[config.mk]
export PLATFORM = sky130hd
export DESIGN_NAME = spi_cmd_ctrl
export DESIGN_NICKNAME = d
export VERILOG_FILES = /design/src/rtl/spi_ctrl_pkg.sv /design/src/rtl/spi_reg_bank.sv /design/src/rtl/spi_cmd_ctrl.sv
export SDC_FILE = /design/constraint.sdc
export NUM_CORES = 1
export LEC_CHECK = 0
export BUFFER_PORTS_ARGS = -buffer_cell sky130_fd_sc_hd__buf_2
export CAP_MARGIN = 20
export CORE_MARGIN = 2
export CORE_UTILIZATION = 50
export CTS_BUF_LIST = sky130_fd_sc_hd__clkbuf_4 sky130_fd_sc_hd__clkbuf_8
export DETAILED_ROUTE_END_ITERATION = 7
export PLACE_DENSITY_LB_ADDON = 0.15
export SETUP_SLACK_MARGIN = 0.3
export SYNTH_ARGS = -nofsm -noshare
export SYNTH_HDL_FRONTEND = slang
export SYNTH_HIERARCHICAL = 1
export SYNTH_SLANG_ARGS = --single-unit
[constraint.sdc]
create_clock -name clk -period 7.8 [get_ports clk]
set_input_delay 1.56 -clock clk [delete_from_list [all_inputs] [get_ports clk]]
set_output_delay 1.56 -clock clk [all_outputs]
set_load 0.05 [all_outputs]
[src/rtl/spi_ctrl_pkg.sv]
// Shared types and constants for the SPI command controller.
// Holds the FSM state encoding and the command-byte field layout.
package spi_ctrl_pkg;

    typedef enum logic [2:0] {
        ST_IDLE,
        ST_CMD,
        ST_WRITE,
        ST_READ,
        ST_ERR
    } state_e;

    localparam int         CMD_RW_BIT    = 7;
    localparam logic [6:0] STATUS_ADDR   = 7'h7F;
    localparam logic [7:0] ID_BYTE_DFLT  = 8'h4E;
    localparam logic [7:0] ERR_BYTE_DFLT = 8'hEE;

endpackage

[src/rtl/spi_reg_bank.sv]
// Register bank with an SPI write port that beats the local port.
// Reads are a plain combinational mux; contents also exported flat.
module spi_reg_bank #(
    parameter int NREGS = 8
) (
    input  logic                     clk_i,
    input  logic                     rst_i,
    input  logic                     spi_we_i,
    input  logic [$clog2(NREGS)-1:0] spi_addr_i,
    input  logic [7:0]               spi_data_i,
    input  logic                     loc_we_i,
    input  logic [$clog2(NREGS)-1:0] loc_addr_i,
    input  logic [7:0]               loc_data_i,
    input  logic [$clog2(NREGS)-1:0] rd_addr_i,
    output logic [7:0]               rd_data_o,
    output logic [8*NREGS-1:0]       regs_flat_o
);

    localparam int AW = $clog2(NREGS);

    logic [7:0] regs_q [NREGS];

    always_ff @(posedge clk_i or posedge rst_i) begin
        if (rst_i) begin
            for (int i = 0; i < NREGS; i++) begin
                regs_q[i] <= '0;
            end
        end else begin
            for (int i = 0; i < NREGS; i++) begin
                if (spi_we_i && spi_addr_i == AW'(i)) begin
                    regs_q[i] <= spi_data_i;
                end else if (loc_we_i && loc_addr_i == AW'(i)) begin
                    regs_q[i] <= loc_data_i;
                end
            end
        end
    end

    assign rd_data_o = regs_q[rd_addr_i];

    for (genvar g = 0; g < NREGS; g++) begin : g_flat
        assign regs_flat_o[8*g +: 8] = regs_q[g];
    end

endmodule

[src/rtl/spi_cmd_ctrl.sv]
// SPI command controller: decodes the command byte, walks the address,
// commits writes and stages the next MISO byte for the shifter.
module spi_cmd_ctrl
    import spi_ctrl_pkg::*;
#(
    parameter int         NREGS    = 8,
    parameter logic [7:0] ID_BYTE  = ID_BYTE_DFLT,
    parameter logic [7:0] ERR_BYTE = ERR_BYTE_DFLT
) (
    input  logic                     clk,
    input  logic                     rst,
    input  logic                     frame_start,
    input  logic                     frame_end,
    input  logic                     rx_valid,
    input  logic [7:0]               rx_byte,
    input  logic                     tx_take,
    output logic [7:0]               tx_byte,
    output logic                     tx_valid,
    input  logic                     local_we,
    input  logic [$clog2(NREGS)-1:0] local_addr,
    input  logic [7:0]               local_data,
    output logic                     local_busy,
    output logic                     wr_strobe,
    output logic [$clog2(NREGS)-1:0] wr_addr,
    output logic [7:0]               wr_data,
    output logic [8*NREGS-1:0]       regs_flat,
    input  logic [7:0]               status_in,
    output logic                     err,
    output logic                     underrun
);

    localparam int            AW  = $clog2(NREGS);
    localparam logic [AW-1:0] ONE = AW'(1);

    state_e        state_q, state_d;
    logic [AW-1:0] addr_q, addr_d;
    logic          stat_q, stat_d;
    logic [7:0]    tx_byte_q, tx_byte_d;
    logic          tx_valid_q, tx_valid_d;
    logic          err_q, err_d;
    logic          underrun_q, underrun_d;
    logic          wr_strobe_q;
    logic [AW-1:0] wr_addr_q;
    logic [7:0]    wr_data_q;
    logic          local_busy_q;

    logic          spi_we;
    logic [AW-1:0] rd_addr;
    logic [7:0]    rd_data;
    logic [6:0]    cmd_addr;
    logic          collide;

    assign cmd_addr = rx_byte[6:0];
    assign collide  = spi_we && local_we && (local_addr == addr_q);

    spi_reg_bank #(
        .NREGS(NREGS)
    ) u_bank (
        .clk_i      (clk),
        .rst_i      (rst),
        .spi_we_i   (spi_we),
        .spi_addr_i (addr_q),
        .spi_data_i (rx_byte),
        .loc_we_i   (local_we),
        .loc_addr_i (local_addr),
        .loc_data_i (local_data),
        .rd_addr_i  (rd_addr),
        .rd_data_o  (rd_data),
        .regs_flat_o(regs_flat)
    );

    always_comb begin
        state_d    = state_q;
        addr_d     = addr_q;
        stat_d     = stat_q;
        tx_byte_d  = tx_byte_q;
        tx_valid_d = tx_valid_q;
        err_d      = err_q;
        underrun_d = underrun_q;
        spi_we     = 1'b0;
        rd_addr    = addr_q + ONE;

        if (tx_take) begin
            if (tx_valid_q) tx_valid_d = 1'b0;
            else            underrun_d = 1'b1;
        end

        if (rx_valid) begin
            case (state_q)
                ST_CMD: begin
                    addr_d     = rx_byte[AW-1:0];
                    rd_addr    = rx_byte[AW-1:0];
                    stat_d     = 1'b0;
                    tx_valid_d = 1'b1;
                    if (cmd_addr < 7'(NREGS)) begin
                        if (rx_byte[CMD_RW_BIT]) begin
                            state_d   = ST_READ;
                            tx_byte_d = rd_data;
                        end else begin
                            state_d   = ST_WRITE;
                            tx_byte_d = 8'h00;
                        end
                    end else if (cmd_addr == STATUS_ADDR) begin
                        stat_d = 1'b1;
                        if (rx_byte[CMD_RW_BIT]) begin
                            state_d   = ST_READ;
                            tx_byte_d = status_in;
                        end else begin
                            state_d   = ST_WRITE;
                            tx_byte_d = 8'h00;
                        end
                    end else begin
                        state_d   = ST_ERR;
                        err_d     = 1'b1;
                        tx_byte_d = ERR_BYTE;
                    end
                end
                ST_WRITE: begin
                    // the status address swallows writes and never advances
                    spi_we     = !stat_q;
                    addr_d     = stat_q ? addr_q : addr_q + ONE;
                    tx_byte_d  = rx_byte;
                    tx_valid_d = 1'b1;
                end
                ST_READ: begin
                    addr_d     = stat_q ? addr_q : addr_q + ONE;
                    tx_byte_d  = stat_q ? status_in : rd_data;
                    tx_valid_d = 1'b1;
                end
                ST_ERR: begin
                    tx_byte_d  = ERR_BYTE;
                    tx_valid_d = 1'b1;
                end
                default: ;
            endcase
        end

        if (frame_end) begin
            state_d    = ST_IDLE;
            tx_valid_d = 1'b0;
        end

        if (frame_start) begin
            state_d    = ST_CMD;
            tx_byte_d  = ID_BYTE;
            tx_valid_d = 1'b1;
            err_d      = 1'b0;
            underrun_d = 1'b0;
            spi_we     = 1'b0;
        end
    end

    always_ff @(posedge clk or posedge rst) begin
        if (rst) begin
            state_q      <= ST_IDLE;
            addr_q       <= '0;
            stat_q       <= 1'b0;
            tx_byte_q    <= ID_BYTE;
            tx_valid_q   <= 1'b0;
            err_q        <= 1'b0;
            underrun_q   <= 1'b0;
            wr_strobe_q  <= 1'b0;
            wr_addr_q    <= '0;
            wr_data_q    <= '0;
            local_busy_q <= 1'b0;
        end else begin
            state_q      <= state_d;
            addr_q       <= addr_d;
            stat_q       <= stat_d;
            tx_byte_q    <= tx_byte_d;
            tx_valid_q   <= tx_valid_d;
            err_q        <= err_d;
            underrun_q   <= underrun_d;
            wr_strobe_q  <= spi_we;
            local_busy_q <= collide;
            if (spi_we) begin
                wr_addr_q <= addr_q;
                wr_data_q <= rx_byte;
            end
        end
    end

    assign tx_byte    = tx_byte_q;
    assign tx_valid   = tx_valid_q;
    assign err        = err_q;
    assign underrun   = underrun_q;
    assign wr_strobe  = wr_strobe_q;
    assign wr_addr    = wr_addr_q;
    assign wr_data    = wr_data_q;
    assign local_busy = local_busy_q;

endmodule

==> metrics.yaml <==
die_width_um: 108.8
dieArea_mm2: 0.01184
htree_levels: 3
num_rows: 38
cp.required_ns: 8.10
drcViolationCount: 0
fin_util: 0.5815
cp_max_fo: 16
timing.final.hold_violations: 0
cp_slowest_cell: "o21ai_2"
root_buffer: "clkbuf_8"
setup_tns_ns: 0
syn_area_mm2: 0.005493
grt_max_degree: 65
antenna_found_initial: 0
syn2layout_area_growth_pct: 14.26
fill_cells: 974
ys_top_cells_by_area: "dfrtp_1 41%, mux2i_1 13%, mux4_1 7.2%"
globalplace.congestion: 0.9019
end_kind: "register"
ys.warnings.count: 6
synth_nets: 555
powerDensity_mw_per_mm2: 264.5
cts_buffers: 9
path_common_cell: "buf_2"
cts_resized: 0
io_buffer_count: 121
overflow: 0
setup_viol: 0
clk_pin_slew_ns: 0.09
cts.sinks: 95
hold-worst-slack_ns: 0.4976
crit_buf_inv: 2
max-cap-violations: 0
yosys_most_used_dff: "dfrtp_1"
drive_above_1_share: 0.3122
ys_types: 55
synth_top_area_frac: 0.4146
fp.dieH_um: 108.8
period_share: 0.5266
crit_path_max_incr_delay_ns: 0.81
ant_nets: 0
peakVddDrop_uv: 180.5
n_antenna_cell: 0
fin_nets: 645
start_kind: "input pin"
cp.arrival_ns: 4.41
fin_crit_ns: 4.107
synth_top_area_cell: "dfrtp_1"
static-leakage-power_nw: 2.985
ys_seq_elements: 95
initial_core_util: 0.5089
yosysSeqAreaShare: 0.4337
slew_headroom: 0.2981
drt_pass1_iterations: 5
synth.avg_cell_area_um2: 10.56
synthArstFlopShare: 1.000
clkLatencyLatePin_ns: 0.38
via_per_inst: 6.026
post_cts_buffers: 0
synthCells: 520
report.final.slew_viol_count: 0
worstHoldPathType: "register to register"
dr.first_iter.drc_count: 389
dp_hpwl_um: 11280
fmax_ghz: 0.2435
grt_pass1_wl_um: 24350
setup.worst_path.class: "input pin to register"
path_cells: "buf_2 -> nand2b_1 -> nor3b_1 -> buf_2 -> o21ai_2 -> mux4_1 -> mux2_2 -> and3_2 -> o31ai_1 -> a2bb2oi_1"
power_mw: 1.660
first_global_vias: 4381
coreArea_mm2: 0.01079
wl_per_cell_um: 21.37
postCtsHoldBufs: 0
synth-edff-count: 0
outcome: "finished, final reports clean"
vias: 4550
critical_path.top_delay_family: "compound AO/OA/AOI/OAI gates"
grt_use_total: 0.2804
wirelength_um: 16130
cts_buffer_depth: 2
ios: 122
worst_slew_pin_slew_ns: 1.053
cts_tree: "done"
grt_setup_unrepaired: "no"
finClkSkew_ns: 0.01192
-- synthesized netlist by cell type (all sizes together) (4+ instances only) --
library cell and instances:
dfrtp 91, mux2i 73, a21oi 47, nor2 47, o21ai 42, nand2 39, clkbuf 26, buf 23
mux2 19, mux4 16, and3 10, inv 8, nand3 8, nand4b 7, a2bb2oi 5, a221oi 4
a22o 4, and4bb 4, dfstp 4, nand4 4, o31ai 4, xnor2 4
-- final cells by class --
type	count	area [µm²]	share of cell area
multi-input combinational	367	2841	0.4528
sequential	95	2382	0.3796
clock inverter	5	32.53	0.005183
clock buffer	11	151.4	0.02412
timing repair buffer	129	663.1	0.1057
inverter	8	30.03	0.004785
tap	140	175.2	0.02791
-- stage by stage --
stage	instances	cell area (µm²)	worst slack, ns
after floorplan	520	5493	3.859
after global placement	738	6087	2.933
after detailed placement	738	6087	2.827
after CTS	754	6271	3.230
after global routing	755	6276	3.480
final	755	6276	3.693
-- worst reg2reg max path, stage by stage, from the launching register on --
cell and delay (ns):
dfrtp_1 0.74, nor3b_1 0.37, buf_2 0.27, nand2_1 0.11, o21ai_2 0.42, mux4_1 0.72, mux2_2 0.33, and3_2 0.20
o31ai_1 0.22, a2bb2oi_1 0.09
-- power by group --
part           internal (mW)  switching [mW]
registers              0.574          0.0855
clock network          0.132           0.179
logic                  0.216           0.474
-- routing by layer --
metal	part of all wire	routed length [µm]	vias to the layer above	track usage
li1	-	-	2080	-
met1	0.42	6715	2237	0.3702
met2	0.49	7909	205	0.4598
met3	0.070	1132	28	0.04782
met4	0.023	376	0	0.1154
met5	0	0	-	0
-- state kept, by name, summed over array words and instances (netlist names) --
name and count:
addr_q 3, err 1, local_busy 1, stat_q 1
state_q 3, tx_byte 8, tx_valid 1, u_bank/regs_flat_o 64
underrun 1, wr_addr 3, wr_data 8, wr_strobe 1
-- layout by cell type (no fill, tap or decap), drive strengths merged, types with 2 or more instances in the layout --
master and n:
a221oi 4, nor3 2, o21ai 42, o32ai 2, mux4 16, nand3 8, nor4b 2, a2bb2oi 5
a22o 4, xnor2 4, and4bb 4, nand4 4, inv 8, nor2 47, o31ai 4, a21oi 47
buf 129, nor4bb 2, nand2b 3, nand2 39, clkinv 2, or4 3, or3 2, clkbuf 11
mux2i 73, dfrtp 91, mux2 19, clkinvlp 3, and3 10, nand4b 7, dfstp 4
-- path summary, 6_finish.rpt --
check	startpoint	endpoint	slack, ns	cells past startpoint
setup / recovery	rx_valid	tx_byte[6]$_DFFE_PP1P_	3.69	10
hold / removal	underrun$_DFFE_PP0P_	underrun$_DFFE_PP0P_	0.50	2
setup reg to reg	state_q[0]$_DFFE_PP0P_	tx_byte[6]$_DFFE_PP1P_	4.25	9
hold reg to reg	underrun$_DFFE_PP0P_	underrun$_DFFE_PP0P_	0.50	2
max in group asynchronous	rst	u_bank/regs_flat_o[32]$_DFFE_PP0P_	5.84	3
min in group asynchronous	rst	wr_data[2]$_DFFE_PP0P_	1.26	3
-- kinds of logic (layout without fill, tap and decap cells) --
logic type	after synthesis	after routing	synth area share
mux	108	108	0.2478
xor+xnor	4	4	0.006377
fa+ha+maj	1	1	0.002278
compound gates	114	114	0.1221
flops	95	95	0.4337
buf+inv	58	153	0.05308
simple gates	140	140	0.1346
Power figures use the tool's default switching activity.
